## config.mk

```make
export PLATFORM = sky130hd
export DESIGN_NAME = spi_adc_slave
export DESIGN_NICKNAME = d
export VERILOG_FILES = /design/src/rtl/spi_adc_slave.sv
export SDC_FILE = /design/constraint.sdc
export NUM_CORES = 1
export LEC_CHECK = 0
export CAP_MARGIN = 20
export CORE_ASPECT_RATIO = 1.25
export CORE_MARGIN = 1
export CORE_UTILIZATION = 40
export DETAILED_ROUTE_END_ITERATION = 6
export PLACE_DENSITY = 0.65
export SETUP_SLACK_MARGIN = 0.5
export SLEW_MARGIN = 40
export SYNTH_ARGS = -nofsm -noshare
export SYNTH_HDL_FRONTEND = slang
export SYNTH_SLANG_ARGS = --single-unit
```

## constraint.sdc

```tcl
create_clock -name pll_clk -period 4.6 [get_ports pll_clk]
set_input_delay 1.38 -clock pll_clk [delete_from_list [all_inputs] [get_ports pll_clk]]
set_output_delay 1.38 -clock pll_clk [all_outputs]
set_load 0.01 [all_outputs]
```

## src/rtl/spi_adc_slave.sv

```systemverilog
// AD7810-style serial ADC responder: powers up on CONVST, waits a fixed conversion
// delay, then shifts a latched WIDTH-bit code out MSB first on the master's SCLK.
module spi_adc_slave #(
  parameter int WIDTH          = 10,
  parameter int SPI_MODE       = 1,
  parameter int POWERUP_CYCLES = 150,
  parameter int CONV_CYCLES    = 230,
  parameter int SYNC_STAGES    = 0
) (
  input  logic             pll_clk,
  input  logic             rst,
  input  logic             convst,
  input  logic             sclk,
  input  logic [WIDTH-1:0] code_in,
  output logic             miso,
  output logic             busy,
  output logic             word_done,
  output logic [WIDTH-1:0] code_sent,
  output logic             protocol_err
);

  localparam logic CPOL = (SPI_MODE == 2) || (SPI_MODE == 3);
  localparam logic CPHA = (SPI_MODE == 1) || (SPI_MODE == 3);
  localparam int   CW   = (CONV_CYCLES > 1) ? $clog2(CONV_CYCLES) : 1;
  localparam int   PW   = (POWERUP_CYCLES > 1) ? $clog2(POWERUP_CYCLES) : 1;
  localparam int   BW   = $clog2(WIDTH + 1);

  localparam logic [CW-1:0] CONV_LAST = CW'(CONV_CYCLES - 1);
  localparam logic [PW-1:0] PWR_LAST  = PW'(POWERUP_CYCLES - 1);
  localparam logic [BW-1:0] BITS_FULL = BW'(WIDTH);
  localparam logic [BW-1:0] BITS_ONE  = BW'(1);

  typedef enum logic [2:0] {PWRDN, POWERUP, IDLE, CONVERT, SHIFT} state_t;

  state_t           state;
  logic [PW-1:0]    pwr_cnt;
  logic [CW-1:0]    conv_cnt;
  logic [BW-1:0]    bit_cnt;
  logic [WIDTH-1:0] shreg;
  logic [WIDTH-1:0] code_lat;

  logic cs_cur, sk_cur, cs_prev, sk_prev;
  logic cs_rise, cs_fall, sk_rise, sk_fall, sk_edge;
  logic lead, trail, last_edge;

  generate
    if (SYNC_STAGES == 0) begin : g_nosync
      assign cs_cur = convst;
      assign sk_cur = sclk;
    end else begin : g_sync
      logic [SYNC_STAGES-1:0] cs_sync;
      logic [SYNC_STAGES-1:0] sk_sync;
      // sclk chain resets to its idle level so reset release is not seen as an edge
      always_ff @(posedge pll_clk) begin
        if (rst) begin
          cs_sync <= '0;
          sk_sync <= {SYNC_STAGES{CPOL}};
        end else begin
          cs_sync[0] <= convst;
          sk_sync[0] <= sclk;
          for (int unsigned i = 1; i < SYNC_STAGES; i++) begin
            cs_sync[i] <= cs_sync[i-1];
            sk_sync[i] <= sk_sync[i-1];
          end
        end
      end
      assign cs_cur = cs_sync[SYNC_STAGES-1];
      assign sk_cur = sk_sync[SYNC_STAGES-1];
    end
  endgenerate

  always_ff @(posedge pll_clk) begin
    if (rst) begin
      cs_prev <= 1'b0;
      sk_prev <= CPOL;
    end else begin
      cs_prev <= cs_cur;
      sk_prev <= sk_cur;
    end
  end

  always_comb begin
    cs_rise   = cs_cur & ~cs_prev;
    cs_fall   = ~cs_cur & cs_prev;
    sk_rise   = sk_cur & ~sk_prev;
    sk_fall   = ~sk_cur & sk_prev;
    sk_edge   = sk_rise | sk_fall;
    lead      = CPOL ? sk_fall : sk_rise;
    trail     = CPOL ? sk_rise : sk_fall;
    last_edge = trail && (CPHA ? (bit_cnt == '0) : (bit_cnt == BITS_ONE));
  end

  always_ff @(posedge pll_clk) begin
    if (rst) begin
      state        <= PWRDN;
      pwr_cnt      <= '0;
      conv_cnt     <= '0;
      bit_cnt      <= '0;
      shreg        <= '0;
      code_lat     <= '0;
      miso         <= 1'b0;
      busy         <= 1'b0;
      word_done    <= 1'b0;
      code_sent    <= '0;
      protocol_err <= 1'b0;
    end else begin
      word_done <= 1'b0;
      case (state)
        PWRDN: begin
          if (cs_rise) begin
            state   <= POWERUP;
            pwr_cnt <= '0;
          end
        end
        POWERUP: begin
          if (cs_fall) protocol_err <= 1'b1;
          if (pwr_cnt == PWR_LAST) state <= IDLE;
          else pwr_cnt <= pwr_cnt + 1'b1;
        end
        IDLE: begin
          if (sk_edge) protocol_err <= 1'b1;
          if (cs_fall) begin
            shreg    <= code_in;
            code_lat <= code_in;
            conv_cnt <= '0;
            busy     <= 1'b1;
            state    <= CONVERT;
          end
        end
        CONVERT: begin
          if (sk_edge || cs_fall) protocol_err <= 1'b1;
          if (conv_cnt == CONV_LAST) begin
            bit_cnt <= BITS_FULL;
            state   <= SHIFT;
            if (!CPHA) miso <= shreg[WIDTH-1];
          end else begin
            conv_cnt <= conv_cnt + 1'b1;
          end
        end
        SHIFT: begin
          if (CPHA) begin
            if (lead && bit_cnt != '0) begin
              miso    <= shreg[WIDTH-1];
              shreg   <= {shreg[WIDTH-2:0], 1'b0};
              bit_cnt <= bit_cnt - 1'b1;
            end
          end else if (trail && bit_cnt > BITS_ONE) begin
            miso    <= shreg[WIDTH-2];
            shreg   <= {shreg[WIDTH-2:0], 1'b0};
            bit_cnt <= bit_cnt - 1'b1;
          end
          if (last_edge) begin
            word_done <= 1'b1;
            code_sent <= code_lat;
            miso      <= 1'b0;
            busy      <= 1'b0;
            bit_cnt   <= '0;
            state     <= IDLE;
          end
          // a convst fall overrides the word end: abort, or chain straight into the next conversion
          if (cs_fall) begin
            if (!last_edge) protocol_err <= 1'b1;
            shreg    <= code_in;
            code_lat <= code_in;
            conv_cnt <= '0;
            miso     <= 1'b0;
            busy     <= 1'b1;
            state    <= CONVERT;
          end
        end
        default: state <= PWRDN;
      endcase
    end
  end

endmodule
```

-- Word-level counts from Yosys, hierarchy flattened
Cells that the tools add are included.
- bits in registers: 59
- input port bits: 14
- output and inout port bits: 14
- logic and storage cells: 105
- add/sub/neg operators: 3
- equal/unequal tests: 21
- mux-type cells: 34
- bitwise operators: 10
- reductions and logical operators: 24
- operator list (cell ; count):
    two-way mux 8 bit ; 4
    case mux 8 bit (2 select lines) ; 2
    two-way mux 10 bit ; 3
    inequality test 2 bit (second input constant) ; 11
    case mux 10 bit (2 select lines) ; 1
    two-way mux 3 bit ; 6
    adder 8 x 1 -> 8 bit (second input constant) ; 2
    == test 8 bit (second input constant) ; 2
    case mux 3 bit (5 select lines) ; 1
    AND reduction 3 bit ; 5
    two-way mux 4 bit ; 3
    two-way mux 1 bit ; 11
    inequality test 3 bit (second input constant) ; 3
    case mux 4 bit (2 select lines) ; 1
    nonzero test 2 bit ; 4
    nonzero test 4 bit ; 2
    == test 3 x 2 -> 1 bit (second input constant) ; 2
    AND reduction 2 bit ; 3
    AND reduction 6 bit ; 1
    inverter 1 bit ; 5
    AND reduction 5 bit ; 1
    AND 1 bit ; 4
    zero test 4 bit ; 1
    case mux 1 bit (4 select lines) ; 1
    other kinds (11) ; 13

-- Logic depth before layout (Yosys ltp)
Gate-level depths: netlist of run 1.
- word-level depth: 6
- gate-level depth with buffers: 9
- depth with buffers taken out: 7

-- Least setup slack after synthesis of run 1
OpenSTA, ideal clock, no wires.
- kind: input -> register
- from: in sclk
- to: reg state[2]
- library setup time: 0.100 ns
- arrival time: 2.490 ns
- slack: 2.010 ns
- stages: 6
- path through: inv_1 ha_1 and2_0 clkbuf_1 o211a_2 a2111oi_4
- word-level cells in the longest chain between the ends: 5
- RTL lines (element ; line ; source):
    start, declared ; 13 ; input logic sclk,
    inverter 1 bit ; 86 ; sk_fall = ~sk_cur & sk_prev;
    AND 1 bit ; 86 ;
    logical AND 1 bit ; 90 ; last_edge = trail && (CPHA ? (bit_cnt == '0) : (bit_cnt == BITS_ONE));
    inequality test 3 bit (no source line) ; n/a ;
    AND reduction 5 bit (no source line) ; n/a ;
    end signal, assigned ; 95 ; state <= PWRDN;
    end signal, assigned ; 111 ; state <= POWERUP;
    end signal, assigned ; 117 ; if (pwr_cnt == PWR_LAST) state <= IDLE;
    end, declared ; 35 ; state_t state;
No other way between the ends.
A chain may end at the register's enable or synchronous reset.

-- Final worst setup path of run 1
- from: in convst
- to: reg shreg[3]
- word-level cells in the longest chain between the ends: 4
- elaborated cells between the ends (all ways): 7
- those cells by class: eq/ne: 2; mux: 2; bitwise: 2; reduce/logical: 1
- RTL lines (element ; line ; source):
    start, declared ; 12 ; input logic convst,
    inverter 1 bit (*) ; 84 ; cs_fall = ~cs_cur & cs_prev;
    AND 1 bit (*) ; 84 ;
    inequality test 3 bit (no source line), or another cell as far along ; n/a ;
    AND reduction 3 bit (no source line) or case mux 10 bit (2 select lines) (tied branches) ; n/a ;
    end signal, assigned ; 123 ; shreg <= code_in;
    end signal, assigned ; 144 ; shreg <= {shreg[WIDTH-2:0], 1'b0};
    end signal, assigned ; 149 ; shreg <= {shreg[WIDTH-2:0], 1'b0};
    end, declared ; 39 ; logic [WIDTH-1:0] shreg;
Every way passes the cells marked *; elsewhere a longest branch is shown, timed or not.

==> flow_summary.toml, run 1 <==
[critical_path]
critical_path_class = "input port to register"
worstPathRequired_ns = 4.85
crit_path_start_kind = "input port"
reg2regPathDepth = 5
critical_path_arrival_ns = 3.66
rr_startpoint = "state[2]$_SDFFE_PP0P_"
end_kind = "register"
r2r_slack_ns = 2.21
r2r_end = "shreg[3]$_SDFFE_PP0P_"
crit_fanout = 18

[worst_hold_path]
hp-start = "code_lat[7]$_SDFFE_PP0P_"
hold_path_class = "register to register"
hold_path_end = "code_sent[7]$_SDFFE_PP0P_"
whs_path_depth = 2

[routing]
wire_per_inst_um = 13.8
antenna_left = 0
drcViolationCount = 0
avgViaCountPerCell = 5.53
drt_iter0_markers = 138
vias = 2478
dr.pass1.iters = 5
drt_wl_total_mm = 6.17

[status]
status = "complete, no violations"

[placed_design]
placed_cell_area_mm2 = 0.00309
place_ws_ns = 0.884
dp.cells = 432
place.gp.congestion = 0.819
port_buffers = 27
place_hpwl_mm = 4.13

[cts]
cts_tree = "done"
cts_buffers = 9
postCtsSetupBuffers = 0
clkLatencyLatePin_ns = 0.35
htreeDepth = 3
clock_path_buffers = 2
cts_resized = 0
hold_buffers = 0
clock-sinks = 59
clockRootBuffer = "clkbuf_8"
clk_pin_slew_ns = 0.08

[global_route]
gr-usage-met3 = 0.0464
grt_overflow_total = 0
globalRoute.busiestLayer = "met2"
gr-usage-met2 = 0.301
track_usage = 0.181
antenna_found_initial = 0
use_met1 = 0.213
grt_pass1_vias = 2253
grt_max_degree = 60
grt_first_pass_wirelength_mm = 10.4

[yosys]
synth_cells = 338
yosys.area_share.simple = 0.263
synth-compound-area-share = 0.208
synthMuxAreaShare = 0.0182
ys_warn_count = 0
avgSynthCellArea_um2 = 8.34
synth_cell_types = 56
synth_area_mm2 = 0.00282
synth_seq_area_share = 0.419
synth_top_family_by_area = "simple AND/OR/NAND/NOR gates"
ys_ff_latch = 59
synth_fa_ha_area_frac = 0.0311
syn_nets = 359
synthXorXnorAreaFrac = 0.00311

[die]
start_util = 0.421
dieArea_mm2 = 0.00739
die_w_um = 77.1
die_h_um = 95.9
core_mm2 = 0.00669
io_pins = 28
num_rows = 33

[sta]
rsz0062_at_grt = "false"
min_period_ns = 3.40
slew_viol_final = 0
fin_skew_ns = 0.00656
final-setup-viol-count = 0
fmax_mhz = 294
finalHoldViolations = 0
fin_crit_sh = 0.740
fin_tns_setup_ns = 0
worst_hold_slack_ns = 0.452
setup_slack_ns = 1.20
tightestPinTransition_ns = 0.649
slew_headroom = 0.567

[final_layout]
layout_common_cells = "65 x nand2_1, 59 x dfxtp_1, 38 x a21oi_1"
antenna_cells = 0
syn_to_final_growth_pct = 16.6
fin_cells = 448
postLayoutCellArea_mm2 = 0.00329
drive_gt1_frac = 0.0942
final_common_cell = "nand2_1"
utilization = 0.491
nNetsFinal = 377

[pwr]
power_mw = 1.40
worst_ir_drop_vdd_uv = 183
p_leak_nw = 1.07
power_density_mw_per_mm2 = 425

[flow_run]
drv_cap = 0
[synthesized netlist by cell type, drive strengths merged]
| master | n | area (µm²) |
|---|---|---|
| nand2 | 65 | 244 |
| dfxtp | 59 | 1180 |
| a21oi | 38 | 190 |
| nor2 | 33 | 126 |
| clkbuf | 14 | 52.6 |
| a311oi | 13 | 120 |
| nand3 | 13 | 65.1 |
| buf | 9 | 80.1 |
| inv | 8 | 30.0 |
| ha | 7 | 87.6 |
| nor3 | 6 | 35.0 |
| o21ai | 6 | 30.0 |
| a211oi | 5 | 37.5 |
| nor2b | 5 | 31.3 |
| nor3b | 5 | 58.8 |
| and3 | 4 | 25.0 |
| mux2i | 4 | 40.0 |
| nand4 | 4 | 25.0 |
| a2111oi | 3 | 65.1 |
| a31oi | 3 | 18.8 |
| a41oi | 3 | 26.3 |
| nand2b | 3 | 18.8 |
| nand3b | 3 | 22.5 |
| or2 | 3 | 18.8 |
| or3 | 2 | 12.5 |
| a21o | 1 | 7.51 |
| a221oi | 1 | 8.76 |
| a32oi | 1 | 8.76 |
| and2 | 1 | 6.26 |
| and3b | 1 | 10.0 |
| and4 | 1 | 8.76 |
| and4b | 1 | 10.0 |
| mux2 | 1 | 11.3 |
| nand4b | 1 | 8.76 |
| nor4 | 1 | 6.26 |
| o211a | 1 | 10.0 |
| o21a | 1 | 7.51 |
| o21bai | 1 | 7.51 |
| o221ai | 1 | 8.76 |
| o22a | 1 | 8.76 |
| o22ai | 1 | 6.26 |
| o31ai | 1 | 7.51 |
| o41ai | 1 | 16.3 |
| or3b | 1 | 8.76 |
| xnor2 | 1 | 8.76 |
[layout make-up]
class,instances,area (µm²)
Fill cell,682,3400
Multi-Input combinational cell,248,1480
Sequential cell,59,1180
Timing Repair Buffer,30,290
Clock buffer,9,124
Tap cell,87,109
Clock inverter,7,77.6
Inverter,8,30.0
[state kept, by name, summed over array words and instances (netlist names)]
name and count:
code_lat 10, code_sent 10, shreg 10, conv_cnt 8
pwr_cnt 8, bit_cnt 4, state 3, busy 1
cs_prev 1, miso 1, protocol_err 1, sk_prev 1
word_done 1
[report_power, final]
part	leakage [nW]	switching, mW	internal [mW]
logic	0.507	0.189	0.133
registers	0.477	0.0501	0.546
clock network	0.0881	0.228	0.252
total	1.07	0.468	0.930
[critical path, stage by stage]
cell,delay (ns)
clkdlybuf4s50_1,0.51
nand2b_1,0.45
nor3_2,0.22
buf_4,0.23
or2_1,0.50
nor2_1,0.08
a311oi_1,0.27
[routing by layer]
metal | vias up | part of all wire
met1 | 1172 | 0.45
met5 | - | 0
met4 | 0 | 0.025
li1 | 1233 | -
met3 | 14 | 0.044
met2 | 59 | 0.48
[cells by family after synthesis]
logic type | Yosys count
compound gates | 82
xor+xnor | 1
fa+ha+maj | 7
buf+inv | 31
flops | 59
mux | 5
simple gates | 153
[worst max path at each step]
stage,to,from,slack [ns],cells after the start
3_3_place_gp,shreg[8]$_SDFFE_PP0P_,convst,0.98,7
2_1_floorplan,state[2]$_SDFFE_PP0P_,sclk,2.01,6
3_5_place_dp,shreg[8]$_SDFFE_PP0P_,convst,0.88,7
6_report,shreg[3]$_SDFFE_PP0P_,convst,1.20,7
5_1_grt,shreg[1]$_SDFFE_PP0P_,convst,0.98,7
4_1_cts,shreg[5]$_SDFFE_PP0P_,convst,1.23,7
Note: power is estimated with default switching activity, not from simulation.
==> run 2: changes to the inputs <==
Clock period 4.6 ns to 3.3 ns, I/O delays scaled along.
==> flow_summary.toml, run 2 (same netlist as run 1, synthesis figures left out) <==
[sta]
final-setup-viol-count = 0
fin_tns_setup_ns = 0
slew_viol_final = 0
tightestPinTransition_ns = 0.658
worst_hold_slack_ns = 0.457
min_period_ns = 2.46
rsz0062_at_grt = "false"
slew_headroom = 0.562
finalHoldViolations = 0
fin_crit_sh = 0.746
fmax_mhz = 406
fin_skew_ns = 0.00853

[final_layout]
layout_common_cells = "65 x nand2_1, 59 x dfxtp_1, 38 x a21oi_1"
drive_gt1_frac = 0.109
utilization = 0.496
syn_to_final_growth_pct = 17.8
nNetsFinal = 383
postLayoutCellArea_mm2 = 0.00332
final_common_cell = "nand2_1"
fillers = 673
antenna_cells = 0
fin_cells = 454
largestRegisters = "code_lat: 10 flops, code_sent: 10 flops, shreg: 10 flops"

[routing]
antenna_left = 0
drcViolationCount = 0
wire_per_inst_um = 13.3
dr.pass1.iters = 4
wl_met2_mm = 2.91
vias = 2457
wl_met1_mm = 2.83
drt_wl_total_mm = 6.06
drt_iter0_markers = 172
top_layer = "met4"
wl_met3_um = 207
avgViaCountPerCell = 5.41

[die]
io_pins = 28
start_util = 0.421
core_mm2 = 0.00669
die_h_um = 95.9
num_rows = 33
dieArea_mm2 = 0.00739
die_w_um = 77.1

[cts]
clkLatencyLatePin_ns = 0.34
clock-sinks = 59
cts_resized = 0
clock_path_buffers = 2
clk_pin_slew_ns = 0.07
htreeDepth = 3
clockRootBuffer = "clkbuf_8"
postCtsSetupBuffers = 0
cts_tree = "done"
cts_buffers = 9
hold_buffers = 0

[critical_path]
critical_path_class = "input port to register"
crit_start = "convst"
crit_path_start_kind = "input port"
worstPathRequired_ns = 3.54
crit_fanout = 18
critical_path_arrival_ns = 2.70
end_kind = "register"
rr_startpoint = "state[1]$_SDFFE_PP0P_"

[global_route]
grt_pass1_vias = 2211
track_usage = 0.175
grt_overflow_total = 0
grt_first_pass_wirelength_mm = 10.0
grt_max_degree = 60
antenna_found_initial = 0

[worst_hold_path]
hp-start = "code_sent[5]$_SDFFE_PP0P_"
hold_path_class = "register to register"

[status]
status = "complete, no violations"

[placed_design]
placed_cell_area_mm2 = 0.00313
port_buffers = 27
dp.cells = 438
place_hpwl_mm = 4.05
place.gp.congestion = 0.795

[pwr]
power_density_mw_per_mm2 = 583
p_leak_nw = 1.11
worst_ir_drop_vdd_uv = 340

[flow_run]
drv_cap = 0
run 2: cell types whose count changed in the layout (fill, tap and decap cells not counted):
cell / before / now
clkinv_2: 0 / 3
buf_4: 4 / 9
clkinvlp_4: 4 / 2
buf_2: 0 / 1
inv_6: 1 / 0
run 2: cell type report:
class	instances	area, µm²	area share
Sequential cell	59	1180	0.356
Inverter	8	30.0	0.00904
Clock inverter	7	68.8	0.0207
Clock buffer	9	124	0.0373
Tap cell	87	109	0.0328
Timing Repair Buffer	36	333	0.100
Multi-Input combinational cell	248	1480	0.444
run 2: report_power, final:
part	total [mW]	internal, mW	switching [mW]
clock	0.644	0.345	0.299
combinational	0.460	0.200	0.261
sequential	0.832	0.761	0.0710
run 2: worst max-delay path, cell delays in order:
cell and delay, ns:
clkdlybuf4s50_1 0.50, nand2b_1 0.21, nor3_2 0.31, or2_1 0.17, buf_4 0.21, nor2_1 0.06, a311oi_1 0.24
run 2: layer usage:
layer,track usage,vias up
met4,0.0896,0
met5,0,-
met3,0.0455,8
met1,0.210,1170
met2,0.291,36
li1,-,1243
run 2: worst paths after layout:
kind / endpoint / slack (ns) / depth (start not counted)
worst max-delay path: shreg[7]$_SDFFE_PP0P_ / 0.84 / 7
worst min-delay path: code_sent[5]$_SDFFE_PP0P_ / 0.46 / 2
worst max register to register: conv_cnt[1]$_SDFFE_PP0P_ / 1.11 / 6
worst min register to register: code_sent[5]$_SDFFE_PP0P_ / 0.46 / 2
run 2: through the flow:
stage               total power, mW  worst slack, ns
floorplan                      1.21             1.10
global placement               1.31            0.501
detailed placement             1.31            0.464
CTS                            1.96            0.827
global route                   2.04            0.643
finish                         1.94            0.838
==> run 3: changes to the inputs <==
Clock period 3.3 ns to 2.4 ns, I/O delays scaled along.
==> flow_summary.toml, run 3 (same netlist as run 1, synthesis figures left out) <==
[pwr]
power_density_mw_per_mm2 = 812
power_frac_clock = 0.324
power_frac_comb = 0.289
netSwitchingFraction = 0.336
worst_ir_drop_vdd_uv = 577
seqPwrFrac = 0.388
power_mw = 2.95
p_leak_nw = 1.32
switchingPower_mw = 0.989
cellInternalPower_mw = 1.96

[sta]
tightestPinTransition_ns = 0.701
fin_skew_ns = 0.00856
setup_slack_ns = 0.572
fmax_mhz = 547
slew_viol_final = 0
final-setup-viol-count = 0
rsz0062_at_grt = "true"
min_period_ns = 1.83
fin_tns_setup_ns = 0
finalHoldViolations = 0
slew_headroom = 0.532
fin_crit_sh = 0.762

[die]
die_w_um = 77.1
start_util = 0.421
die_h_um = 95.9
dieArea_mm2 = 0.00739
core_mm2 = 0.00669
num_rows = 33
io_pins = 28

[critical_path]
crit_fanout = 9
critical_path_class = "input port to register"
worstPathRequired_ns = 2.64
crit_path_start_kind = "input port"
end_kind = "register"
critical_path_arrival_ns = 2.07

[cts]
cts_tree = "done"
clockRootBuffer = "clkbuf_8"
htreeDepth = 3
hold_buffers = 0
clkLatencyLatePin_ns = 0.34
clk_pin_slew_ns = 0.08
cts_buffers = 9
clock-sinks = 59
clock_path_buffers = 2

[placed_design]
placed_cell_area_mm2 = 0.00324
place_hpwl_mm = 4.46
place_ws_ns = -0.0176
place.gp.congestion = 0.852
port_buffers = 27

[global_route]
grt_first_pass_wirelength_mm = 11.2
track_usage = 0.192
antenna_found_initial = 0
grt_max_degree = 35
grt_pass1_vias = 2400
grt_overflow_total = 0

[final_layout]
utilization = 0.542
drive_gt1_frac = 0.213
nNetsFinal = 401
layout_common_cells = "65 x nand2_1, 51 x dfxtp_1, 38 x a21oi_1"
final_common_cell = "nand2_1"
antenna_cells = 0
syn_to_final_growth_pct = 28.7
largestRegisters = "code_lat: 10 flops, code_sent: 10 flops, shreg: 10 flops"
postLayoutCellArea_mm2 = 0.00363

[routing]
vias = 2559
drt_wl_total_mm = 6.67
drcViolationCount = 0
avgViaCountPerCell = 5.42
drt_iter0_markers = 167
dr.pass1.iters = 4
antenna_left = 0
wire_per_inst_um = 14.1

[worst_hold_path]
hold_path_class = "register to register"

[status]
status = "complete, no violations"

[flow_run]
drv_cap = 0
run 3: cell type report:
cell class,instances,area [µm²]
fill,636,3060
multi-input combinational,248,1590
sequential,59,1200
timing repair buffer,54,498
clock buffer,9,124
tap,87,109
clock inverter,7,83.8
inverter,8,30.0
run 3: power groups by stage:
stage	registers [mW]	clock network (mW)	logic, mW
6_report	1.14	0.954	0.850
3_3_place_gp	1.14	0	0.738
4_1_cts	1.13	0.978	0.797
2_1_floorplan	1.11	0	0.569
3_5_place_dp	1.14	0	0.748
5_1_grt	1.15	1.03	0.928
run 3: routing by layer:
metal | track usage | vias to the layer above | share of wire
li1 | - | 1283 | -
met1 | 0.243 | 1207 | 0.46
met2 | 0.308 | 58 | 0.49
met3 | 0.0351 | 11 | 0.030
met4 | 0.116 | 0 | 0.019
met5 | 0 | - | 0
run 3: final timing paths:
| check | from | endpoint | slack, ns | cells after the start |
|---|---|---|---|---|
| setup reg to reg | bit_cnt[1]$_SDFFE_PP0P_ | shreg[4]$_SDFFE_PP0P_ | 0.59 | 7 |
| hold / removal | code_sent[4]$_SDFFE_PP0P_ | code_sent[4]$_SDFFE_PP0P_ | 0.45 | 2 |
| hold reg to reg | code_sent[4]$_SDFFE_PP0P_ | code_sent[4]$_SDFFE_PP0P_ | 0.45 | 2 |
| setup / recovery | sclk | shreg[4]$_SDFFE_PP0P_ | 0.57 | 6 |
run 3: critical path, cell delays in order:
cell	delay [ns]
dlygate4sd2_1	0.25
ha_2	0.18
nor3b_4	0.15
or2_4	0.27
bufbuf_16	0.28
a311oi_1	0.22
run 3: timing repair:
| item | CTS | global route |
|---|---|---|
| gates cloned | 1 | 0 |
| gates resized for setup | 29 | 21 |
| pin swaps | 3 | 6 |
| buffers inserted | 1 | 5 |
| endpoints found under the setup margin | 40 | 38 |
run 3: through the flow:
step | cells | hold slack, ns
final | 472 | 0.453
after detailed placement | 449 | 0.448
after CTS | 467 | 0.456
after global placement | 449 | 0.435
after global routing | 472 | 0.479
after floorplan | 338 | 0.432
